`config.mk`:
```
export PLATFORM = sky130hd
export DESIGN_NAME = iomem_ctrl_flat
export DESIGN_NICKNAME = d
export VERILOG_FILES = /design/src/rtl/iomem_ctrl_if.sv /design/src/rtl/iomem_ctrl.sv /design/src/flat_wrapper.sv
export SDC_FILE = /design/constraint.sdc
export NUM_CORES = 1
export LEC_CHECK = 0
export BUFFER_PORTS_ARGS = -buffer_cell sky130_fd_sc_hd__buf_4
export CORE_AREA = 2 2 119 121
export CTS_CLUSTER_SIZE = 20
export DETAILED_ROUTE_END_ITERATION = 8
export DIE_AREA = 0 0 121 123
export GPL_TIMING_DRIVEN = 1
export PLACE_DENSITY = 0.69
export RECOVER_POWER = 50
export REMOVE_ABC_BUFFERS = 1
export SLEW_MARGIN = 15
export SYNTH_ARGS = -nofsm -noshare
export SYNTH_HDL_FRONTEND = slang
export SYNTH_SLANG_ARGS = --single-unit
export TNS_END_PERCENT = 20
```
`constraint.sdc`:
```
create_clock -name clk -period 5.5 [get_ports clk]
set_clock_uncertainty 0.2 [all_clocks]
set_input_delay 0.55 -clock clk [delete_from_list [all_inputs] [get_ports clk]]
set_output_delay 0.55 -clock clk [all_outputs]
set_load 0.01 [all_outputs]
```
`src/rtl/iomem_ctrl_if.sv`:
```
// Bus bundle between the PicoSoC iomem port and the peripheral slots.
// The 'slave' modport is the controller's view; 'master' is the core/peripheral side.
interface iomem_ctrl_if #(
  parameter int unsigned NSLOTS = 4
);
  logic                     iomem_valid;
  logic                     iomem_ready;
  logic [3:0]               iomem_wstrb;
  logic [31:0]              iomem_addr;
  logic [31:0]              iomem_wdata;
  logic [31:0]              iomem_rdata;
  logic [NSLOTS-1:0]        slv_valid;
  logic [NSLOTS-1:0]        slv_ready;
  logic [32*NSLOTS-1:0]     slv_rdata;
  logic [31:0]              slv_addr;
  logic [3:0]               slv_wstrb;
  logic [31:0]              slv_wdata;

  modport slave (
    input  iomem_valid, iomem_wstrb, iomem_addr, iomem_wdata, slv_ready, slv_rdata,
    output iomem_ready, iomem_rdata, slv_valid, slv_addr, slv_wstrb, slv_wdata
  );

  modport master (
    output iomem_valid, iomem_wstrb, iomem_addr, iomem_wdata, slv_ready, slv_rdata,
    input  iomem_ready, iomem_rdata, slv_valid, slv_addr, slv_wstrb, slv_wdata
  );
endinterface

```
`src/rtl/iomem_ctrl.sv`:
```
// iomem sequencer/page decoder: one 16 MiB page per slot, unmapped pages answer 32'hFFFF_FFFF.
// Optional hung-access timeout is enabled by defining IOMEM_CTRL_TIMEOUT_EN.
module iomem_ctrl #(
  parameter int unsigned NSLOTS    = 4,
  parameter logic [7:0]  BASE_PAGE = 8'h03,
  parameter int unsigned TIMEOUT   = 255
) (
  input  logic          clk,
  input  logic          resetn,
  iomem_ctrl_if.slave   bus,
  output logic          err_irq
);

  if (NSLOTS < 1 || NSLOTS > 8 || TIMEOUT < 1 || TIMEOUT > 65535) begin : g_bad_param
    $error("iomem_ctrl: NSLOTS must be 1..8 and TIMEOUT 1..65535");
  end

  typedef enum logic [1:0] {IDLE, ACCESS, RESP} state_t;

  state_t              state_q, state_d;
  logic                ready_d;
  logic [31:0]         rdata_d;
  logic [NSLOTS-1:0]   valid_d;
  logic [31:0]         addr_d;
  logic [3:0]          wstrb_d;
  logic [31:0]         wdata_d;
  logic [7:0]          page_off;
  logic                sel_hit;
  logic [31:0]         sel_data;

  assign page_off = bus.iomem_addr[31:24] - BASE_PAGE;
  // slv_valid is one-hot and held through ACCESS, so it doubles as the slot select
  assign sel_hit  = |(bus.slv_ready & bus.slv_valid);

  always_comb begin
    sel_data = '0;
    for (int unsigned i = 0; i < NSLOTS; i++)
      if (bus.slv_valid[i]) sel_data = sel_data | bus.slv_rdata[32*i +: 32];
  end

`ifdef IOMEM_CTRL_TIMEOUT_EN
  logic [15:0] cnt_q, cnt_d;
  logic        err_d;
`endif

  always_comb begin
    state_d = state_q;
    ready_d = 1'b0;
    rdata_d = bus.iomem_rdata;
    valid_d = bus.slv_valid;
    addr_d  = bus.slv_addr;
    wstrb_d = bus.slv_wstrb;
    wdata_d = bus.slv_wdata;
`ifdef IOMEM_CTRL_TIMEOUT_EN
    cnt_d   = cnt_q;
    err_d   = 1'b0;
`endif
    case (state_q)
      IDLE: begin
        if (bus.iomem_valid && !bus.iomem_ready) begin
          addr_d  = bus.iomem_addr;
          wstrb_d = bus.iomem_wstrb;
          wdata_d = bus.iomem_wdata;
          if (page_off < 8'(NSLOTS)) begin
            for (int unsigned i = 0; i < NSLOTS; i++)
              valid_d[i] = (page_off == 8'(i));
            state_d = ACCESS;
`ifdef IOMEM_CTRL_TIMEOUT_EN
            cnt_d   = '0;
`endif
          end else begin
            rdata_d = '1;
            ready_d = 1'b1;
            state_d = RESP;
          end
        end
      end
      ACCESS: begin
        if (sel_hit) begin
          rdata_d = sel_data;
          valid_d = '0;
          ready_d = 1'b1;
          state_d = RESP;
        end
`ifdef IOMEM_CTRL_TIMEOUT_EN
        else if (cnt_q == 16'(TIMEOUT - 1)) begin
          rdata_d = 32'hDEAD_BEEF;
          valid_d = '0;
          ready_d = 1'b1;
          err_d   = 1'b1;
          state_d = RESP;
        end else begin
          cnt_d = cnt_q + 16'd1;
        end
`endif
      end
      default: state_d = IDLE;
    endcase
  end

  always_ff @(posedge clk or negedge resetn) begin
    if (!resetn) begin
      state_q         <= IDLE;
      bus.iomem_ready <= 1'b0;
      bus.iomem_rdata <= '0;
      bus.slv_valid   <= '0;
      bus.slv_addr    <= '0;
      bus.slv_wstrb   <= '0;
      bus.slv_wdata   <= '0;
    end else begin
      state_q         <= state_d;
      bus.iomem_ready <= ready_d;
      bus.iomem_rdata <= rdata_d;
      bus.slv_valid   <= valid_d;
      bus.slv_addr    <= addr_d;
      bus.slv_wstrb   <= wstrb_d;
      bus.slv_wdata   <= wdata_d;
    end
  end

`ifdef IOMEM_CTRL_TIMEOUT_EN
  always_ff @(posedge clk or negedge resetn) begin
    if (!resetn) begin
      cnt_q   <= '0;
      err_irq <= 1'b0;
    end else begin
      cnt_q   <= cnt_d;
      err_irq <= err_d;
    end
  end
`else
  assign err_irq = 1'b0;
`endif

endmodule

```
`src/flat_wrapper.sv`:
```
// flat-port wrapper written by rule: the top's interface ports become plain ports
module iomem_ctrl_flat 
#(
  parameter int unsigned NSLOTS    = 4,
  parameter logic [7:0]  BASE_PAGE = 8'h03,
  parameter int unsigned TIMEOUT   = 255
)
  (clk, resetn, err_irq, bus_iomem_valid, bus_iomem_wstrb, bus_iomem_addr, bus_iomem_wdata, bus_slv_ready, bus_slv_rdata, bus_iomem_ready, bus_iomem_rdata, bus_slv_valid, bus_slv_addr, bus_slv_wstrb, bus_slv_wdata);
  iomem_ctrl_if #(.NSLOTS(NSLOTS)) bus_i ();
  input  logic clk;
  input  logic resetn;
  output logic err_irq;
  input wire logic [$bits(bus_i.iomem_valid)-1:0] bus_iomem_valid;
  input wire logic [$bits(bus_i.iomem_wstrb)-1:0] bus_iomem_wstrb;
  input wire logic [$bits(bus_i.iomem_addr)-1:0] bus_iomem_addr;
  input wire logic [$bits(bus_i.iomem_wdata)-1:0] bus_iomem_wdata;
  input wire logic [$bits(bus_i.slv_ready)-1:0] bus_slv_ready;
  input wire logic [$bits(bus_i.slv_rdata)-1:0] bus_slv_rdata;
  output wire logic [$bits(bus_i.iomem_ready)-1:0] bus_iomem_ready;
  output wire logic [$bits(bus_i.iomem_rdata)-1:0] bus_iomem_rdata;
  output wire logic [$bits(bus_i.slv_valid)-1:0] bus_slv_valid;
  output wire logic [$bits(bus_i.slv_addr)-1:0] bus_slv_addr;
  output wire logic [$bits(bus_i.slv_wstrb)-1:0] bus_slv_wstrb;
  output wire logic [$bits(bus_i.slv_wdata)-1:0] bus_slv_wdata;
  assign bus_i.iomem_valid = bus_iomem_valid;
  assign bus_i.iomem_wstrb = bus_iomem_wstrb;
  assign bus_i.iomem_addr = bus_iomem_addr;
  assign bus_i.iomem_wdata = bus_iomem_wdata;
  assign bus_i.slv_ready = bus_slv_ready;
  assign bus_i.slv_rdata = bus_slv_rdata;
  assign bus_iomem_ready = bus_i.iomem_ready;
  assign bus_iomem_rdata = bus_i.iomem_rdata;
  assign bus_slv_valid = bus_i.slv_valid;
  assign bus_slv_addr = bus_i.slv_addr;
  assign bus_slv_wstrb = bus_i.slv_wstrb;
  assign bus_slv_wdata = bus_i.slv_wdata;
  iomem_ctrl #(.NSLOTS(NSLOTS), .BASE_PAGE(BASE_PAGE), .TIMEOUT(TIMEOUT)) u_core (.clk(clk), .resetn(resetn), .bus(bus_i), .err_irq(err_irq));
endmodule
```
==> results by group <==
Timing
  – Worst relative slew slack: 27.4%
  – RSZ-0062 raised after global routing: no
  – Final Hold Viols: 0
  – Worst-Margin Slew: 1.09 ns
  – Maximum clock rate: ~0.37 GHz
  – Total negative slack: 0 ns
  – Slew Viols, Final: 0
  – Min Tclk post-route: roughly 2.7 ns
  – Crit share post-route: approximately half
  – Final Setup Violations: 0

Pwr
  – Sw Ratio: 28.9%
  – Clock share of power: 31.4%
  – Leakage power: about 3.0 nW
  – P_sw: roughly 0.66 mW
  – Power Dens Cells: ~320 mW/mm²
  – Sequential power share: between 40% and 50%
  – Internal power: about 1.6 mW
  – Logic pwr share: approximately 25%
  – Worst ir drop on vdd: between 200 and 300 µV

Clock tree
  – Clk root buf: clkbuf_16
  – CTS clk-pin slew, worst paths: roughly 0.08 ns
  – Buffer depth of the longest clock path: 2
  – Hold_buf cts: 0
  – CTS buffer count: 9
  – Worst-Skew Late Latency: about 0.35 ns
  – H-tree depth: 3
  – CTS Sinks: 107
  – Post-CTS setup buffers: 0
  – CTS resizes: 0
  – TritonCTS clock tree: yes

Die
  – Core Area: roughly 0.014 mm²
  – Starting Density: roughly 36%
  – Die W: 121 µm
  – Die Area: approximately 0.015 mm²
  – Die height: approximately 120 µm
  – # rows: 43
  – Ports: 309

Final layout
  – Fill count: between 1000 and 1500
  – Most frequent cells in the layout: buf_4 (224), dfrtp_1 (107), mux2_2 (95)
  – Sequential Area: approximately 0.0027 mm²
  – Synthesis-to-finish area growth: 50.0%
  – Total area of multi-input combinational cells: 0.00198 mm²
  – Ant diodes: 0
  – Non-Filler Instances: around 850
  – Nets: approximately 860
  – Commonest non-fill, non-tap cell in the layout: buf_4
  – Layout cells sized above 1: between 50% and 60%

Global route
  – Initial antenna violation count: 0
  – Grt ovf: 0
  – Vias in the first global route: approximately 4500
  – Global-route wire length before repair: 22.9 mm
  – Overall Global Routing Usage: around a fifth
  – Largest net degree at the start of global routing: 73

Logic synthesis
  – Seq/Total Area, Yosys: roughly 55%
  – Ys async rst share: between 90% and 100%
  – Syn Std Cell Area: about 0.0048 mm²
  – Avg Synthesized Cell Area: 13.2 µm²
  – EDFF count, synth: 0
  – Ys flop type: dfrtp_1
  – Cells after Synth: 367
  – Total of warnings raised by yosys: 0
  – Yosys reg bits: 107
  – Distinct cell type count after synthesis: 29

Critical path
  – Worst Setup End Kind: flop
  – Worst path required time: between 5 and 6 ns
  – CP max FO: between 70 and 80
  – Worst path cell trace: nor4b_2, buf_4, a21oi_4, mux2_1
  – CP max stage delay: roughly 0.71 ns
  – Critical path class: flop to flop
  – Startpoint Class: flop
  – WP data arrival: 2.74 ns
  – Slowest CP cell: buf_4

Placement
  – Dpl hpwl: ~12 mm
  – Placed insts: between 800 and 900
  – Port bufs: around 310
  – GP Congestion: about 0.8

Route
  – Final ANT Viol Nets: 0
  – Initial DRC Count: 160
  – Via count: about 4200
  – Pre-antenna DRT Iters: 4
  – Vias per Instance: slightly above 5
  – Detailed Route WL: ~15 mm
  – DRC violations left: 0
  – Routed WL per cell: 18.2 µm

Flow run
  – MaxCap Viol Count: 0

Run status
  – Outcome: finished, final reports clean

Min path
  – Hold Path Class: primary input to asynchronous set/reset pin
[synth_stat cells (2+ instances only)]
library cell	n	area, µm²
clkbuf_1	19	71.3
nand3_1	34	170
inv_1	7	26.3
buf_4	3	22.5
a32o_1	2	20.0
buf_6	3	33.8
a22oi_1	66	495
mux2_1	6	67.6
buf_2	7	35.0
dfrtp_1	107	2680
mux2_2	95	1070
[path summary, 6_finish.rpt]
path / start / slack [ns] / cells past startpoint / end
setup / recovery: u_core.state_q[0] / 2.79 / 4 / u_core.bus.iomem_rdata[25]
hold / removal: resetn / 0.12 / 1 / u_core.bus.slv_addr[20]
setup reg to reg: u_core.state_q[0] / 2.79 / 4 / u_core.bus.iomem_rdata[25]
hold reg to reg: u_core.bus.iomem_rdata[5] / 0.29 / 1 / u_core.bus.iomem_rdata[5]
max in group asynchronous: resetn / 3.95 / 2 / u_core.bus.slv_wdata[29]
min in group clk: bus_iomem_wdata[0] / 0.22 / 2 / u_core.bus.slv_wdata[0]
[power by group through the flow]
stage	Clock (mW)	Combinational (mW)	Sequential (mW)
2_1_floorplan	0	0.210	1.08
3_3_place_gp	0	0.672	1.02
3_5_place_dp	0	0.685	1.02
4_1_cts	0.741	0.686	1.01
5_1_grt	0.771	0.620	1.02
6_report	0.723	0.575	1.00
[sequential cells by signal (all words and copies together), names as in the netlist]
| signal | flops |
|---|---|
| u_core.state_q | 2 |
| u_core.bus.iomem_ready | 1 |
| u_core.bus.slv_wstrb | 4 |
| u_core.bus.slv_wdata | 32 |
| u_core.bus.slv_valid | 4 |
| u_core.bus.iomem_rdata | 32 |
| u_core.bus.slv_addr | 32 |
[cells by family (layout without fill, tap and decap cells)]
| group | Yosys count | count (layout) | synth area share, % |
|---|---|---|---|
| other | 1 | 1 | 0.0775 |
| AOI/OAI and AO/OA | 74 | 74 | 11.8 |
| muxes | 102 | 102 | 23.7 |
| and+or+nand+nor | 44 | 44 | 5.20 |
| buffers and inverters | 39 | 337 | 3.90 |
| DFF | 107 | 107 | 55.3 |
[through the flow]
step / instance area (µm²) / setup WS, ns / util (%) / hold WS (ns) / total power [mW]
2_1_floorplan: 4680 / -5.11 / - / 0.0544 / 1.29
3_3_place_gp: 7270 / 2.58 / 53.4 / 0.278 / 1.69
3_5_place_dp: 7270 / 2.45 / 53.4 / 0.282 / 1.71
4_1_cts: 7600 / 2.70 / 55.8 / 0.148 / 2.44
5_1_grt: 7260 / 2.55 / 53.3 / 0.203 / 2.42
6_report: 7260 / 2.79 / 53.3 / 0.120 / 2.30
[routing by layer]
metal  GRT usage (%)  vias up  share of wire [%]
met5               0        -                  0
met1            21.7     2049                 36
met4            8.94        0                2.3
li1                -     1961                  -
met2            34.6      217                 50
met3            8.58       21                 11
[final cells by class]
type | instances | area share (%)
Tap cell | 180 | 3.10
Multi-Input combinational cell | 221 | 27.3
Clock buffer | 9 | 3.10
Clock inverter | 7 | 1.45
Inverter | 7 | 0.362
Sequential cell | 107 | 36.9
Timing Repair Buffer | 314 | 27.8
[worst max-delay path: cells and delay by family (launching register included)]
family	cells	cell delay, ns
buf+inv	1	0.71
compound gates	1	0.46
mux	1	0.45
flops	1	0.42
simple gates	1	0.31
Power figures use the tool's default switching activity.
